`src/rtl/fft_pkg.sv`:
```
// fft_pkg: shared constants for the FFT twiddle multiplier slice.
//   DEF_DATA_WIDTH / DEF_TW_WIDTH / DEF_TW_FRAC : default parameter values
//   ROUND_CONST                                 : round-half-up bias for DEF_TW_FRAC
//   PROD_WIDTH / SUM_WIDTH                      : default product / sum widths
//   TW_IDX_WIDTH                                : twiddle index width (8 twiddles)
package fft_pkg;
   localparam int DEF_DATA_WIDTH = 12;
   localparam int DEF_TW_WIDTH   = 8;
   localparam int DEF_TW_FRAC    = 7;
   localparam int ROUND_CONST    = 1 << (DEF_TW_FRAC - 1);
   localparam int PROD_WIDTH     = DEF_DATA_WIDTH + DEF_TW_WIDTH;
   localparam int SUM_WIDTH      = PROD_WIDTH + 1;
   localparam int TW_IDX_WIDTH   = 3;
endpackage

```
`src/rtl/twiddle_cmul_if.sv`:
```
// twiddle_cmul_if: sample-in / product-out streams of the twiddle multiplier.
//   in_i, in_q, in_tw_idx, in_valid / in_ready : butterfly sample input
//   out_i, out_q, out_valid / out_ready        : rounded product output
//   modport slave  : the multiplier's view
//   modport master : the producer/consumer environment's view
interface twiddle_cmul_if
   import fft_pkg::*;
#(
   parameter int DATA_WIDTH = DEF_DATA_WIDTH
);
   logic signed [DATA_WIDTH-1:0]   in_i;
   logic signed [DATA_WIDTH-1:0]   in_q;
   logic        [TW_IDX_WIDTH-1:0] in_tw_idx;
   logic                           in_valid;
   logic                           in_ready;
   logic signed [DATA_WIDTH-1:0]   out_i;
   logic signed [DATA_WIDTH-1:0]   out_q;
   logic                           out_valid;
   logic                           out_ready;

   modport slave (
      input  in_i, in_q, in_tw_idx, in_valid, out_ready,
      output in_ready, out_i, out_q, out_valid
   );

   modport master (
      output in_i, in_q, in_tw_idx, in_valid, out_ready,
      input  in_ready, out_i, out_q, out_valid
   );
endinterface

```
`src/rtl/twiddle_cmul_round_sat.sv`:
```
// round_sat: combinational round-half-up, arithmetic right shift by FRAC and
// saturation of a wide signed sum to OUT_WIDTH bits.
//   sum_in  : signed IN_WIDTH sum of products
//   sat_out : signed OUT_WIDTH rounded, saturated result
module round_sat
   import fft_pkg::*;
#(
   parameter int IN_WIDTH  = SUM_WIDTH,
   parameter int OUT_WIDTH = DEF_DATA_WIDTH,
   parameter int FRAC      = DEF_TW_FRAC
) (
   input  logic signed [IN_WIDTH-1:0]  sum_in,
   output logic signed [OUT_WIDTH-1:0] sat_out
);
   localparam logic signed [IN_WIDTH-1:0] RND     = IN_WIDTH'(1) << (FRAC - 1);
   localparam logic signed [IN_WIDTH-1:0] SAT_MAX = (IN_WIDTH'(1) << (OUT_WIDTH - 1)) - IN_WIDTH'(1);
   localparam logic signed [IN_WIDTH-1:0] SAT_MIN = -(IN_WIDTH'(1) << (OUT_WIDTH - 1));

   logic signed [IN_WIDTH-1:0] rounded;
   logic signed [IN_WIDTH-1:0] shifted;

   always_comb begin
      // The sum carries at least one spare sign bit, so adding the bias cannot wrap.
      rounded = sum_in + RND;
      shifted = rounded >>> FRAC;
      if (shifted > SAT_MAX) begin
         sat_out = SAT_MAX[OUT_WIDTH-1:0];
      end else if (shifted < SAT_MIN) begin
         sat_out = SAT_MIN[OUT_WIDTH-1:0];
      end else begin
         sat_out = shifted[OUT_WIDTH-1:0];
      end
   end
endmodule

```
`src/rtl/twiddle_cmul.sv`:
```
// twiddle_cmul: three-stage pipelined complex multiplier behind the 16-point
// FFT twiddle ROM. Computes round_sat(sample * W[idx]) with valid/ready on
// both sides and a single global enable.
//   clk, rst        : clock, asynchronous active-high reset
//   bus (slave)     : sample input stream and product output stream
//   tw_addr         : ROM address (combinational)
//   tw_i, tw_q      : ROM registered twiddle, valid one cycle after tw_addr
// Optional build macro TWIDDLE_UNITY_BYPASS_EN: samples with index 0 pass
// through unchanged instead of being scaled by 127/128.
module twiddle_cmul
   import fft_pkg::*;
#(
   parameter int DATA_WIDTH = DEF_DATA_WIDTH,
   parameter int TW_WIDTH   = DEF_TW_WIDTH,
   parameter int TW_FRAC    = DEF_TW_FRAC
) (
   input  logic                        clk,
   input  logic                        rst,
   twiddle_cmul_if.slave               bus,
   output logic [TW_IDX_WIDTH-1:0]     tw_addr,
   input  logic signed [TW_WIDTH-1:0]  tw_i,
   input  logic signed [TW_WIDTH-1:0]  tw_q
);
   localparam int PROD_W = DATA_WIDTH + TW_WIDTH;
   localparam int SUM_W  = PROD_W + 1;

   logic en;
   logic accept;

   // S1: sample registers, aligned with the ROM output one cycle later
   logic signed [DATA_WIDTH-1:0]   s1_ar_d, s1_ar_q;
   logic signed [DATA_WIDTH-1:0]   s1_ai_d, s1_ai_q;
   logic        [TW_IDX_WIDTH-1:0] s1_idx_d, s1_idx_q;
   logic                           v1_d, v1_q;

   // S2: partial products
   logic signed [PROD_W-1:0] p_rr_d, p_rr_q;   // ar*wr
   logic signed [PROD_W-1:0] p_ii_d, p_ii_q;   // ai*wi
   logic signed [PROD_W-1:0] p_ri_d, p_ri_q;   // ar*wi
   logic signed [PROD_W-1:0] p_ir_d, p_ir_q;   // ai*wr
   logic                     v2_d, v2_q;

   // S3: output registers
   logic signed [SUM_W-1:0]      re_sum, im_sum;
   logic signed [DATA_WIDTH-1:0] re_sat, im_sat;
   logic signed [DATA_WIDTH-1:0] out_i_d, out_i_q;
   logic signed [DATA_WIDTH-1:0] out_q_d, out_q_q;
   logic                         out_valid_d, out_valid_q;

`ifdef TWIDDLE_UNITY_BYPASS_EN
   logic                         byp2_d, byp2_q;
   logic signed [DATA_WIDTH-1:0] s2_ar_d, s2_ar_q;
   logic signed [DATA_WIDTH-1:0] s2_ai_d, s2_ai_q;
`endif

   // Whole pipeline advances together whenever the output slot is free.
   assign en           = !out_valid_q || bus.out_ready;
   assign bus.in_ready = en && !rst;
   assign accept       = bus.in_valid && bus.in_ready;

   // While not accepting, re-present the S1 index so the ROM keeps
   // returning the twiddle that belongs to the sample held in S1.
   assign tw_addr = accept ? bus.in_tw_idx : s1_idx_q;

   assign bus.out_i     = out_i_q;
   assign bus.out_q     = out_q_q;
   assign bus.out_valid = out_valid_q;

   // S1
   always_comb begin
      s1_ar_d  = s1_ar_q;
      s1_ai_d  = s1_ai_q;
      s1_idx_d = s1_idx_q;
      v1_d     = v1_q;
      if (accept) begin
         s1_ar_d  = bus.in_i;
         s1_ai_d  = bus.in_q;
         s1_idx_d = bus.in_tw_idx;
      end
      if (en) begin
         v1_d = accept;   // an idle enabled cycle inserts a bubble
      end
   end

   // S2
   always_comb begin
      p_rr_d = p_rr_q;
      p_ii_d = p_ii_q;
      p_ri_d = p_ri_q;
      p_ir_d = p_ir_q;
      v2_d   = v2_q;
      if (en) begin
         p_rr_d = PROD_W'(s1_ar_q) * PROD_W'(tw_i);
         p_ii_d = PROD_W'(s1_ai_q) * PROD_W'(tw_q);
         p_ri_d = PROD_W'(s1_ar_q) * PROD_W'(tw_q);
         p_ir_d = PROD_W'(s1_ai_q) * PROD_W'(tw_i);
         v2_d   = v1_q;
      end
   end

`ifdef TWIDDLE_UNITY_BYPASS_EN
   always_comb begin
      byp2_d  = byp2_q;
      s2_ar_d = s2_ar_q;
      s2_ai_d = s2_ai_q;
      if (en) begin
         byp2_d  = (s1_idx_q == '0);
         s2_ar_d = s1_ar_q;
         s2_ai_d = s1_ai_q;
      end
   end
`endif

   // S3
   always_comb begin
      re_sum = SUM_W'(p_rr_q) - SUM_W'(p_ii_q);
      im_sum = SUM_W'(p_ri_q) + SUM_W'(p_ir_q);
   end

   round_sat #(
      .IN_WIDTH  (SUM_W),
      .OUT_WIDTH (DATA_WIDTH),
      .FRAC      (TW_FRAC)
   ) u_round_re (
      .sum_in  (re_sum),
      .sat_out (re_sat)
   );

   round_sat #(
      .IN_WIDTH  (SUM_W),
      .OUT_WIDTH (DATA_WIDTH),
      .FRAC      (TW_FRAC)
   ) u_round_im (
      .sum_in  (im_sum),
      .sat_out (im_sat)
   );

   always_comb begin
      out_i_d     = out_i_q;
      out_q_d     = out_q_q;
      out_valid_d = out_valid_q;
      if (en) begin
`ifdef TWIDDLE_UNITY_BYPASS_EN
         if (byp2_q) begin
            out_i_d = s2_ar_q;
            out_q_d = s2_ai_q;
         end else begin
            out_i_d = re_sat;
            out_q_d = im_sat;
         end
`else
         out_i_d = re_sat;
         out_q_d = im_sat;
`endif
         out_valid_d = v2_q;
      end
   end

   always_ff @(posedge clk or posedge rst) begin
      if (rst) begin
         s1_ar_q     <= '0;
         s1_ai_q     <= '0;
         s1_idx_q    <= '0;
         v1_q        <= 1'b0;
         p_rr_q      <= '0;
         p_ii_q      <= '0;
         p_ri_q      <= '0;
         p_ir_q      <= '0;
         v2_q        <= 1'b0;
         out_i_q     <= '0;
         out_q_q     <= '0;
         out_valid_q <= 1'b0;
      end else begin
         s1_ar_q     <= s1_ar_d;
         s1_ai_q     <= s1_ai_d;
         s1_idx_q    <= s1_idx_d;
         v1_q        <= v1_d;
         p_rr_q      <= p_rr_d;
         p_ii_q      <= p_ii_d;
         p_ri_q      <= p_ri_d;
         p_ir_q      <= p_ir_d;
         v2_q        <= v2_d;
         out_i_q     <= out_i_d;
         out_q_q     <= out_q_d;
         out_valid_q <= out_valid_d;
      end
   end

`ifdef TWIDDLE_UNITY_BYPASS_EN
   always_ff @(posedge clk or posedge rst) begin
      if (rst) begin
         byp2_q  <= 1'b0;
         s2_ar_q <= '0;
         s2_ai_q <= '0;
      end else begin
         byp2_q  <= byp2_d;
         s2_ar_q <= s2_ar_d;
         s2_ai_q <= s2_ai_d;
      end
   end
`endif
endmodule

```
`src/flat_wrapper.sv`:
```
// flat-port wrapper written by rule: the top's interface ports become plain ports
module twiddle_cmul_flat import fft_pkg::*;
#(
   parameter int DATA_WIDTH = DEF_DATA_WIDTH,
   parameter int TW_WIDTH   = DEF_TW_WIDTH,
   parameter int TW_FRAC    = DEF_TW_FRAC
)
  (clk, rst, tw_addr, tw_i, tw_q, bus_in_i, bus_in_q, bus_in_tw_idx, bus_in_valid, bus_out_ready, bus_in_ready, bus_out_i, bus_out_q, bus_out_valid);
  twiddle_cmul_if #(.DATA_WIDTH(DATA_WIDTH)) bus_i ();
  input  logic clk;
  input  logic rst;
  output logic [TW_IDX_WIDTH-1:0] tw_addr;
  input  logic signed [TW_WIDTH-1:0] tw_i;
  input  logic signed [TW_WIDTH-1:0] tw_q;
  input wire logic [$bits(bus_i.in_i)-1:0] bus_in_i;
  input wire logic [$bits(bus_i.in_q)-1:0] bus_in_q;
  input wire logic [$bits(bus_i.in_tw_idx)-1:0] bus_in_tw_idx;
  input wire logic [$bits(bus_i.in_valid)-1:0] bus_in_valid;
  input wire logic [$bits(bus_i.out_ready)-1:0] bus_out_ready;
  output wire logic [$bits(bus_i.in_ready)-1:0] bus_in_ready;
  output wire logic [$bits(bus_i.out_i)-1:0] bus_out_i;
  output wire logic [$bits(bus_i.out_q)-1:0] bus_out_q;
  output wire logic [$bits(bus_i.out_valid)-1:0] bus_out_valid;
  assign bus_i.in_i = bus_in_i;
  assign bus_i.in_q = bus_in_q;
  assign bus_i.in_tw_idx = bus_in_tw_idx;
  assign bus_i.in_valid = bus_in_valid;
  assign bus_i.out_ready = bus_out_ready;
  assign bus_in_ready = bus_i.in_ready;
  assign bus_out_i = bus_i.out_i;
  assign bus_out_q = bus_i.out_q;
  assign bus_out_valid = bus_i.out_valid;
  twiddle_cmul #(.DATA_WIDTH(DATA_WIDTH), .TW_WIDTH(TW_WIDTH), .TW_FRAC(TW_FRAC)) u_core (.clk(clk), .rst(rst), .bus(bus_i), .tw_addr(tw_addr), .tw_i(tw_i), .tw_q(tw_q));
endmodule
```
`config.mk`:
```
export PLATFORM = sky130hd
export DESIGN_NAME = twiddle_cmul_flat
export DESIGN_NICKNAME = d
export VERILOG_FILES = /design/src/rtl/fft_pkg.sv /design/src/rtl/twiddle_cmul_if.sv /design/src/rtl/twiddle_cmul_round_sat.sv /design/src/rtl/twiddle_cmul.sv /design/src/flat_wrapper.sv
export SDC_FILE = /design/constraint.sdc
export NUM_CORES = 1
export LEC_CHECK = 0
export ABC_CLOCK_PERIOD_IN_PS = 8700
export CELL_PAD_IN_SITES_DETAIL_PLACEMENT = 0
export CELL_PAD_IN_SITES_GLOBAL_PLACEMENT = 1
export CORE_UTILIZATION = 45
export CTS_CLUSTER_SIZE = 12
export DETAILED_ROUTE_END_ITERATION = 10
export PLACE_DENSITY_LB_ADDON = 0.1
export SLEW_MARGIN = 15
export SYNTH_ARGS = -nofsm -noshare
export SYNTH_HDL_FRONTEND = slang
export SYNTH_SLANG_ARGS = --single-unit
export TNS_END_PERCENT = 1
```
`constraint.sdc`:
```
create_clock -name clk -period 8.7 [get_ports clk]
set_clock_uncertainty 0.2 [all_clocks]
set_input_delay 1.74 -clock clk [delete_from_list [all_inputs] [get_ports clk]]
set_output_delay 1.74 -clock clk [all_outputs]
set_load 0.02 [all_outputs]
```
# ---- After elaboration in Yosys (flattened, before gate mapping)
# Index checks and enable logic that the tools add are counted.
dict set report op_classes {
  addsub 4
  n_mul 4
  n_lt_le_gt_ge 4
  muxes 5
  reduce_logical 5
}
# operator n
set ops {}
lappend ops {{$mul A12 B8 Y20} 4}
lappend ops {{$mux W12} 4}
lappend ops {{$add A21 B8 Y21 const B} 2}
lappend ops {{$gt A14 B12 Y1 const B} 2}
lappend ops {{$lt A14 B12 Y1 const B} 2}
lappend ops {{$add A20 B20 Y21} 1}
lappend ops {{$sub A20 B20 Y21} 1}
lappend ops {{$mux W3} 1}
lappend ops {{$logic_and A1 B1 Y1} 2}
lappend ops {{$logic_not A1 Y1} 2}
lappend ops {{$logic_or A1 B1 Y1} 1}
dict set report totals {
  ff_bits 134
  inputBits 47
  out_inout_bits 29
  wordCells 34
}

# ---- Logic depth before layout (Yosys ltp)
# Gate-level depths: netlist of run 1.
dict set report logic_depth {
  ltp_word 5
  depth_mapped 21
  depth_no_buf 20
}

# ---- Cells and area by module
# From an unflattened synthesis of run 1, not the netlist that was laid out.
dict set report hier_totals {
  cells_unflattened 2464
  area_unflattened_um2 21689.6
}
# module n_inst cells_each area_per_inst_um2 seq_area_each_um2
set by_module_without_submodules {}
lappend by_module_without_submodules {twiddle_cmul 1 2338 20878.8 3353.2}
lappend by_module_without_submodules {round_sat 2 63 405.4 0.0}

# ---- Worst setup path after synthesis of run 1
# Ideal clock, no wire load.
dict set report synth_path {
  path_kind {input port to output port}
  from {input port rst}
  to {output port tw_addr[0]}
  arrival_ps 6099
  required_time_ps 6760
  slack_ps 661
  stages 5
  n_path_buf 2
  path_cell_list {inv_1 > and3_1 > clkbuf_1 > clkbuf_1 > mux2_2}
}
dict set report synth_via {
  elab_chain_len 4
}
# item line
set synth_lines {}
lappend synth_lines {{from (decl)} flat_wrapper.sv:11} ;# input logic rst;
lappend synth_lines {{$logic_not A1 Y1} twiddle_cmul.sv:58} ;# assign bus.in_ready = en && !rst;
lappend synth_lines {{$logic_and A1 B1 Y1} twiddle_cmul.sv:58}
lappend synth_lines {{$logic_and A1 B1 Y1} twiddle_cmul.sv:59} ;# assign accept = bus.in_valid && bus.in_ready;
lappend synth_lines {{$mux W3} twiddle_cmul.sv:63} ;# assign tw_addr = accept ? bus.in_tw_idx : s1_idx_q;
lappend synth_lines {{to (decl)} flat_wrapper.sv:12} ;# output logic [TW_IDX_WIDTH-1:0] tw_addr;
# No other way between the ends.

# ---- Worst setup path in the final report of run 1
dict set report layout_path {
  from {input port tw_i[7]}
  to {register u_core.p_rr_q[18]}
}
dict set report layout_via {
  elab_chain_len 1
}
# item line
set layout_lines {}
lappend layout_lines {{from (decl)} flat_wrapper.sv:13} ;# input logic signed [TW_WIDTH-1:0] tw_i;
lappend layout_lines {{$mul A12 B8 Y20} twiddle_cmul.sv:93} ;# p_rr_d = PROD_W'(s1_ar_q) * PROD_W'(tw_i);
lappend layout_lines {{to (signal assigned)} twiddle_cmul.sv:178} ;# p_rr_q <= p_rr_d;
lappend layout_lines {{to (decl)} twiddle_cmul.sv:37} ;# logic signed [PROD_W-1:0] p_rr_d, p_rr_q;
# No other way between the ends.
# A chain may end at the register's enable or synchronous reset.

==> results of run 1 <==
[state kept, by name, indices dropped and copies added, names as in the netlist, 3 cells and up]
name,cells
u_core.bus.out_i,12
u_core.s1_ai_q,12
u_core.p_rr_q,20
u_core.s1_idx_q,3
u_core.p_ir_q,20
u_core.bus.out_q,12
u_core.p_ii_q,20
u_core.s1_ar_q,12
u_core.p_ri_q,20
[final cells by class]
| cell class | instances | area [um^2] |
|---|---|---|
| repair buffers | 102 | 953.4 |
| inverters | 454 | 1709 |
| clock buffers | 18 | 429.2 |
| flip-flops and latches | 134 | 3353 |
| well taps | 600 | 750.7 |
| fillers | 4394 | 22770 |
| multi-input cells | 1622 | 15510 |
| clock inverters | 13 | 193.9 |
[critical path: stages]
cell and delay [ns]:
clkdlybuf4s50_1 0.59, inv_1 0.20, buf_4 0.33, nor2_1 0.11, fa_1 0.53, fa_1 0.44, fa_1 0.49, inv_1 0.05
fa_1 0.47, inv_1 0.04, ha_1 0.33, a21boi_0 0.36, o21a_1 0.17, o21ai_0 0.11, a211oi_1 0.38, nor3_1 0.12
o41ai_1 0.41, xor2_1 0.12, mux2_2 0.28
[cell usage after synthesis, types with 13 or more instances]
library cell | number | area share
xor2_1 | 20 | 0.0084
inv_1 | 454 | 0.081
clkbuf_1 | 75 | 0.013
nor3_1 | 13 | 0.0031
xnor2_1 | 75 | 0.031
a211oi_1 | 15 | 0.0054
and2_1 | 234 | 0.070
nand3_1 | 26 | 0.0062
a21o_1 | 28 | 0.010
nand2_1 | 219 | 0.039
nand2b_1 | 13 | 0.0039
nor2_1 | 130 | 0.023
fa_1 | 316 | 0.30
dfrtp_1 | 134 | 0.16
ha_1 | 222 | 0.13
o21ai_0 | 32 | 0.0077
a21oi_1 | 102 | 0.024
o21a_1 | 14 | 0.0050
mux2_2 | 28 | 0.015
[stage by stage]
step,instances,hold WS (ns),util
CTS,2943,0.2706,0.5015
floorplan,2295,0.2300,-
global route,2943,0.2817,0.5015
detailed placement,2912,0.2555,0.4878
global placement,2912,0.2483,0.4878
finish,2943,0.2688,0.5015
[placed cells by master, fill, tap and decap left out, drive strengths merged, types with 5 or more instances in the layout]
cell type	Yosys	layout
dfrtp	134	134
nand2	219	219
a211oi	16	16
clkbuf	77	18
nand2b	13	13
o41ai	8	8
and2	234	234
mux2	28	28
nor2b	12	12
o211ai	9	9
o31ai	5	5
o21a	14	14
a21o	29	29
xnor2	75	75
nor3	14	14
a211o	6	6
o21ai	51	51
buf	8	27
or2	5	5
nor2	130	130
nand3	26	26
a21oi	106	106
a221o	10	10
xor2	23	23
and3	8	8
ha	222	222
fa	316	316
inv	454	458
clkdlybuf4s50	0	75
or3	8	8
[cell families (layout without fill, tap and decap cells)]
kind of cell | Yosys count | count (layout)
muxes | 29 | 29
AOI/OAI and AO/OA | 277 | 277
and+or+nand+nor | 680 | 680
xor gates and xnor gates | 98 | 98
adders and majority gates | 538 | 538
DFF | 134 | 134
buffers and inverters | 539 | 587
[how the worst min path moves through the flow]
stage | slack, ns | endpoint | depth (start not counted)
final | 0.27 | u_core.p_ri_q[10] | 2
after global routing | 0.28 | u_core.p_rr_q[0] | 2
after CTS | 0.27 | u_core.p_rr_q[0] | 2
after detailed placement | 0.26 | u_core.p_rr_q[0] | 2
after global placement | 0.25 | u_core.p_rr_q[0] | 2
after floorplan | 0.23 | u_core.p_rr_q[0] | 2
[routing by layer]
| metal | GRT usage | vias up | share of wire | wire length [um] |
|---|---|---|---|---|
| li1 | - | 7187 | - | - |
| met2 | 0.3607 | 265 | 0.45 | 23280 |
| met3 | 0.04603 | 54 | 0.046 | 2384 |
| met5 | 0 | - | 0 | 0 |
| met4 | 0.07371 | 0 | 0.023 | 1187 |
| met1 | 0.3260 | 7551 | 0.48 | 24700 |
==> flow_metrics.py, run 1 <==
metrics = {
    "status": {
        "status": "completed",
    },
    "drt": {
        "viasPerCell": 5.116,
        "drt-total-wl_um": 51550,
        "drc_errors": 0,
        "first_pass_iters": 5,
        "vias": 15057,
        "initialDrtViolationCount": 780,
        "postRouteAntennaNets": 0,
        "wl_per_cell_um": 17.52,
    },
    "sta": {
        "finalSetupTns_ns": 0,
        "finalHoldViolCount": 0,
        "maxSlewHeadroom": 0.4109,
        "min_period_ns": 7.108,
        "fin_ws_ns": 1.592,
        "setup_viol": 0,
        "fmax_mhz": 140.7,
        "tightest_slew_ns": 0.8837,
        "period_share": 0.8170,
        "drv_slew": 0,
        "rsz0062_at_grt": "no",
    },
    "yosys": {
        "syn_area_per_cell_um2": 9.121,
        "synthesis.area_um2": 20930,
        "synth_compound_area_frac": 0.08750,
        "synth_fp_nets": 2880,
        "ys.flop_type": "dfrtp_1",
        "yosysSeqAreaShare": 0.1602,
        "synth-xor-area-share": 0.04262,
        "synthAdderAreaFrac": 0.4349,
        "async_flop_share": 1.000,
        "synthCells": 2295,
        "synthMuxAreaShare": 0.01554,
        "yosys.cell_types.count": 63,
        "synth_edf_count": 0,
        "synth-simple-area-share": 0.1602,
        "yosysWarnings": 0,
        "synth_top_family_by_area": "adder cells",
        "ys_seq_elements": 134,
    },
    "floorplan": {
        "io_pins": 76,
        "initial_core_util": 0.4583,
        "die_area_um2": 47390,
        "die_h_um": 217.7,
        "rows": 78,
        "core-area_um2": 45670,
        "die_x_um": 217.7,
    },
    "clock_network": {
        "post-cts-setup-buffer-count": 0,
        "cts_made_buffers": 17,
        "clk_pin_slew_ns": 0.07,
        "insertion_delay_ns": 0.50,
        "clock-sinks": 134,
        "post_cts_resized": 0,
        "hold_buffers": 0,
        "cts_max_level": 4,
        "cts_root_buf": "clkbuf_16",
        "cts_tree": "built",
        "clockBufferDepth": 2,
    },
    "placement": {
        "place_congestion": 0.8381,
        "placed_cell_area_um2": 22280,
        "dp_hpwl_um": 41230,
        "post-place-ws_ns": 1.069,
        "numPortBuffers": 75,
    },
    "grt": {
        "overflow": 0,
        "antenna_found_initial": 0,
        "grt_max_degree": 77,
        "grt_pass1_vias": 15311,
        "grt_first_pass_wirelength_um": 83270,
        "grt_use_total": 0.2326,
    },
    "critical_path": {
        "crit_arrival_ns": 7.28,
        "worst-r2r-cell-count": 18,
        "crit_end": "u_core.p_rr_q[18]",
        "critPathLaunch": "tw_i[7]",
        "startpoint_type": "input pin",
        "r2r_slack_ns": 2.84,
        "cp_max_fo": 22,
        "crit_type": "input pin to register",
        "crit_required_ns": 8.87,
        "rr_startpoint": "u_core.s1_ar_q[2]",
        "critPathCaptureType": "register",
        "r2r-end": "u_core.p_rr_q[18]",
    },
    "final_layout": {
        "area_growth_pct": 9.408,
        "stdcell_area_um2": 22900,
        "num_antenna_cells": 0,
        "nets": 2916,
        "drive_gt1_frac": 0.05036,
    },
    "job": {
        "maxCapViolCount": 0,
    },
    "hold_path": {
        "hold_path_class": "register to register",
        "min-delay-start": "u_core.p_ri_q[10]",
    },
}
Power of run 1 is left out: the tool's default activity adds up to more than one toggle a clock period on the data nets, which glitch-free logic cannot reach.
==> inputs of run 2 (changes only) <==
ABC_CLOCK_PERIOD_IN_PS = 6700   (was 8700)
clock period = 6.7 ns   (was 8.7 ns; I/O delays follow)
==> run 2 against run 1 <==
Critical path depth grew 3. Worst hold slack lost 0.0084 ns. Final cell count grew 4.7%. Global-route usage grew 0.71 points. Critical path type unchanged.
==> flow_metrics.py, run 2 (synthesis results as in run 1) <==
metrics = {
    "floorplan": {
        "io_pins": 76,
        "die_area_um2": 47390,
        "rows": 78,
        "core-area_um2": 45670,
        "die_h_um": 217.7,
        "die_x_um": 217.7,
        "initial_core_util": 0.4583,
    },
    "critical_path": {
        "cp_max_fo": 7,
        "worst-r2r-cell-count": 20,
        "startpoint_type": "input pin",
        "r2r_slack_ns": 0.89,
        "critPathCaptureType": "register",
        "crit_arrival_ns": 6.54,
        "crit_type": "input pin to register",
        "crit_required_ns": 6.82,
        "rr_startpoint": "u_core.s1_ai_q[3]",
        "r2r-end": "u_core.p_ii_q[19]",
    },
    "grt": {
        "grt_pass1_vias": 16100,
        "grt_use_total": 0.2398,
        "grt_max_degree": 75,
        "antenna_found_initial": 1,
        "grt_first_pass_wirelength_um": 86280,
        "overflow": 0,
    },
    "placement": {
        "post-place-ws_ns": -0.2944,
        "numPortBuffers": 75,
        "placed_cell_area_um2": 23370,
        "dp_hpwl_um": 44070,
        "place_congestion": 0.9137,
    },
    "sta": {
        "fmax_mhz": 155.7,
        "min_period_ns": 6.422,
        "finalHoldViolCount": 0,
        "period_share": 0.9584,
        "setup_viol": 0,
        "tightest_slew_ns": 0.9722,
        "fin_ws_ns": 0.2784,
        "rsz0062_at_grt": "no",
        "drv_slew": 0,
        "maxSlewHeadroom": 0.3519,
    },
    "final_layout": {
        "drive_gt1_frac": 0.1044,
        "area_growth_pct": 14.72,
        "layout_common_cells": "inv_1, fa_1, and2_1, ha_1, nand2_1",
        "stdcell_area_um2": 24010,
        "nets": 3052,
        "final_common_cell": "inv_1",
        "n_fill_cell": 4351,
    },
    "drt": {
        "drt-total-wl_um": 53110,
        "first_pass_iters": 5,
        "initialDrtViolationCount": 734,
        "drc_errors": 0,
        "wl_per_cell_um": 17.24,
        "vias": 15488,
        "viasPerCell": 5.027,
        "postRouteAntennaNets": 0,
    },
    "hold_path": {
        "whs_path_depth": 1,
        "hold_end": "u_core.bus.out_valid",
        "hold_path_class": "register to register",
        "min-delay-start": "u_core.v2_q",
    },
    "status": {
        "status": "completed",
    },
    "job": {
        "maxCapViolCount": 0,
    },
    "clock_network": {
        "cts_made_buffers": 17,
        "clockBufferDepth": 2,
        "insertion_delay_ns": 0.48,
        "clock-sinks": 134,
        "clk_pin_slew_ns": 0.07,
        "cts_max_level": 4,
        "cts_tree": "built",
        "cts_root_buf": "clkbuf_16",
    },
}
## run 2: changes by cell type in the layout (fill, tap and decap cells not counted), moves of 2 or more
cell        delta
inv_8          +3
inv_6          -2
buf_4        +131
buf_12         +5
clkinvlp_4     +3
## run 2: what timing repair did
item,4_1_cts,5_1_grt
setup endpoints to repair,0,3
buffers inserted,0,0
gates resized for setup,0,3
hold buffers,0,0
## run 2: critical path, cell delays in order
cell             delay, ns
clkdlybuf4s50_1       0.52
buf_4                 0.22
and2_1                0.14
ha_1                  0.31
fa_1                  0.50
inv_1                 0.05
fa_1                  0.48
fa_1                  0.49
inv_1                 0.04
ha_1                  0.30
nor2b_1               0.15
o21ai_0               0.21
a21boi_0              0.17
o21a_1                0.21
o21ai_0               0.28
a211oi_2              0.14
buf_4                 0.16
nor4_1                0.23
nor2_1                0.09
xnor2_1               0.26
buf_4                 0.19
a21oi_1               0.06
## run 2: layout make-up
cell class / count / area [um^2] / share of cell area
diodes: 1 / 2.502 / 0.0001042
clock buffers: 18 / 439.2 / 0.01829
clock inverters: 14 / 190.2 / 0.007920
inverters: 454 / 1708 / 0.07112
multi-input cells: 1622 / 15530 / 0.6468
flip-flops and latches: 134 / 3353 / 0.1396
well taps: 600 / 750.7 / 0.03126
repair buffers: 238 / 2037 / 0.08482
## run 2: how the worst max path moves through the flow
stage               startpoint           endpoint  slack [ns]  cells past startpoint
global placement       tw_i[0]  u_core.p_rr_q[18]       -0.28                     22
detailed placement     tw_i[0]  u_core.p_rr_q[18]       -0.29                     22
CTS                    tw_i[0]  u_core.p_rr_q[18]        0.20                     22
global route           tw_i[0]  u_core.p_rr_q[18]        0.01                     22
finish                 tw_i[0]  u_core.p_rr_q[16]        0.28                     22
floorplan              tw_i[7]  u_core.p_rr_q[18]        0.53                     19
## run 2: per-layer routing
metal,global-route usage,routed length (um)
met5,0,0
met4,0.08568,1420
met3,0.04561,2524
met2,0.3721,23910
met1,0.3333,25260
## run 2: stage by stage
| step | instances | hold slack [ns] | utilization | setup TNS, ns |
|---|---|---|---|---|
| after global routing | 3080 | 0.2931 | 0.5257 | 0 |
| after CTS | 3080 | 0.2678 | 0.5254 | 0 |
| after floorplan | 2295 | 0.2300 | - | 0 |
| after global placement | 3048 | 0.2427 | 0.5115 | -0.9268 |
| after detailed placement | 3048 | 0.2516 | 0.5117 | -1.296 |
| final | 3081 | 0.2604 | 0.5258 | 0 |
Power of run 2 is left out for the same reason.
==> inputs of run 3 (changes only) <==
PLACE_DENSITY = 0.76   (was not set)
PLACE_DENSITY_LB_ADDON = not set   (was 0.1)
==> run 3 against run 2 <==
Flip-flop and latch count did not move. Global-route usage fell by 1.6 points. Worst hold slack improved by 0.014 ns.
==> flow_metrics.py, run 3 (synthesis results as in run 1) <==
metrics = {
    "status": {
        "status": "completed",
    },
    "grt": {
        "grt_max_degree": 135,
        "grt_pass1_vias": 15924,
        "grt_first_pass_wirelength_um": 81900,
        "overflow": 0,
        "grt_use_total": 0.2236,
        "antenna_found_initial": 0,
    },
    "floorplan": {
        "io_pins": 76,
        "initial_core_util": 0.4583,
        "die_h_um": 217.7,
        "rows": 78,
        "core-area_um2": 45670,
        "die_area_um2": 47390,
        "die_x_um": 217.7,
    },
    "sta": {
        "rsz0062_at_grt": "no",
        "min_period_ns": 6.338,
        "tightest_slew_ns": 0.8472,
        "drv_slew": 0,
        "finalHoldViolCount": 0,
        "maxSlewHeadroom": 0.4352,
        "setup_viol": 0,
        "fin_ws_ns": 0.3620,
        "fmax_mhz": 157.8,
        "period_share": 0.9460,
    },
    "drt": {
        "postRouteAntennaNets": 0,
        "drc_errors": 0,
        "viasPerCell": 5.115,
        "initialDrtViolationCount": 752,
        "first_pass_iters": 5,
        "wl_per_cell_um": 16.57,
        "drt-total-wl_um": 49830,
        "vias": 15380,
    },
    "critical_path": {
        "critPathCaptureType": "register",
        "cp_max_fo": 6,
        "path_delay_family": "adder cells",
        "crit_type": "input pin to register",
        "cpPeakStageDelay_ns": 0.51,
        "crit_chain": "clkdlybuf4s50_1 -> buf_4 -> buf_4 -> and2_1 -> fa_1 -> fa_1 -> fa_1 -> inv_1 -> fa_1 -> inv_1 -> ha_1 -> a21boi_0 -> o21a_1 -> o21ai_1 -> a211oi_1 -> nor3_1 -> o41ai_1 -> xnor2_1 -> o21ai_1",
        "path_buf_inv": 5,
        "startpoint_type": "input pin",
        "cpMaxStageDelayCell": "fa_1",
        "crit_required_ns": 6.86,
        "crit_arrival_ns": 6.50,
        "worst_path_most_repeated_cell": "fa_1",
    },
    "final_layout": {
        "num_antenna_cells": 0,
        "drive_gt1_frac": 0.07603,
        "area_growth_pct": 12.16,
        "final_common_cell": "inv_1",
        "nets": 2979,
        "layout_common_cells": "inv_1, fa_1, and2_1, ha_1, nand2_1",
    },
    "placement": {
        "place_congestion": 0.8785,
        "dp_hpwl_um": 40160,
        "numPortBuffers": 75,
        "post-place-ws_ns": -0.07549,
    },
    "clock_network": {
        "cts_tree": "built",
        "cts_root_buf": "clkbuf_16",
        "clock-sinks": 134,
        "hold_buffers": 0,
        "post_cts_resized": 0,
        "post-cts-setup-buffer-count": 0,
        "insertion_delay_ns": 0.49,
        "cts_max_level": 4,
        "clk_pin_slew_ns": 0.08,
        "cts_made_buffers": 17,
        "clockBufferDepth": 2,
    },
    "hold_path": {
        "hold_path_class": "register to register",
    },
    "job": {
        "maxCapViolCount": 0,
    },
}
run 3: cell count changes in the layout (fill, tap and decap cells not counted), sizes merged:
cell / previous run / this run
clkbuf: 18 / 17
inv: 459 / 463
bufinv: 3 / 1
diode: 1 / 0
clkinv: 2 / 3
buf: 163 / 90
clkinvlp: 4 / 2
run 3: area by class of cell:
| class | instances | area [um^2] |
|---|---|---|
| inverters | 454 | 1708 |
| fillers | 4346 | 22200 |
| clock buffers | 17 | 425.4 |
| well taps | 600 | 750.7 |
| repair buffers | 165 | 1551 |
| clock inverters | 15 | 176.4 |
| multi-input cells | 1622 | 15510 |
| flip-flops and latches | 134 | 3353 |
run 3: worst register-to-register path, cell delays in order (launching register included):
cell      delay, ns
dfrtp_1        0.85
nand2_1        0.20
fa_1           0.46
inv_1          0.08
fa_1           0.40
inv_1          0.09
fa_1           0.41
fa_1           0.49
inv_1          0.04
ha_1           0.29
nor2b_1        0.17
o21ai_0        0.12
a21boi_0       0.30
o21a_1         0.17
o21ai_0        0.11
a211oi_1       0.28
buf_4          0.17
nor4b_1        0.04
o41ai_1        0.41
xnor2_1        0.16
o21ai_0        0.09
run 3: layer usage:
metal  vias up  GRT usage  wire length [um]
li1       7311          -                 -
met1      7760     0.2918             22440
met2       259     0.3839             24760
met3        50    0.03375              1708
met4         0    0.06244               915
met5         -          0                 0
run 3: stage by stage:
step	utilization	area, um^2	hold WS, ns	TNS (ns)	cells
floorplan	-	20940	0.2300	0	2295
global placement	0.5009	22880	0.2482	-0.001255	2975
detailed placement	0.5009	22880	0.2608	-0.08859	2975
CTS	0.5141	23480	0.2782	0	3007
global route	0.5141	23480	0.2930	0	3007
finish	0.5141	23480	0.2749	0	3007
run 3: worst paths after layout:
| kind | from | endpoint | depth (start not counted) | slack, ns |
|---|---|---|---|---|
| max | tw_i[2] | u_core.p_ir_q[18] | 19 | 0.36 |
| min | u_core.p_rr_q[1] | u_core.p_rr_q[1] | 2 | 0.27 |
| max reg2reg | u_core.s1_ar_q[3] | u_core.p_ri_q[18] | 20 | 1.03 |
| min reg2reg | u_core.p_rr_q[1] | u_core.p_rr_q[1] | 2 | 0.27 |
| max in group asynchronous | rst | u_core.s1_ar_q[7] | 3 | 4.38 |
| min in group asynchronous | rst | u_core.bus.out_q[1] | 3 | 1.34 |
Power of run 3 is left out for the same reason.
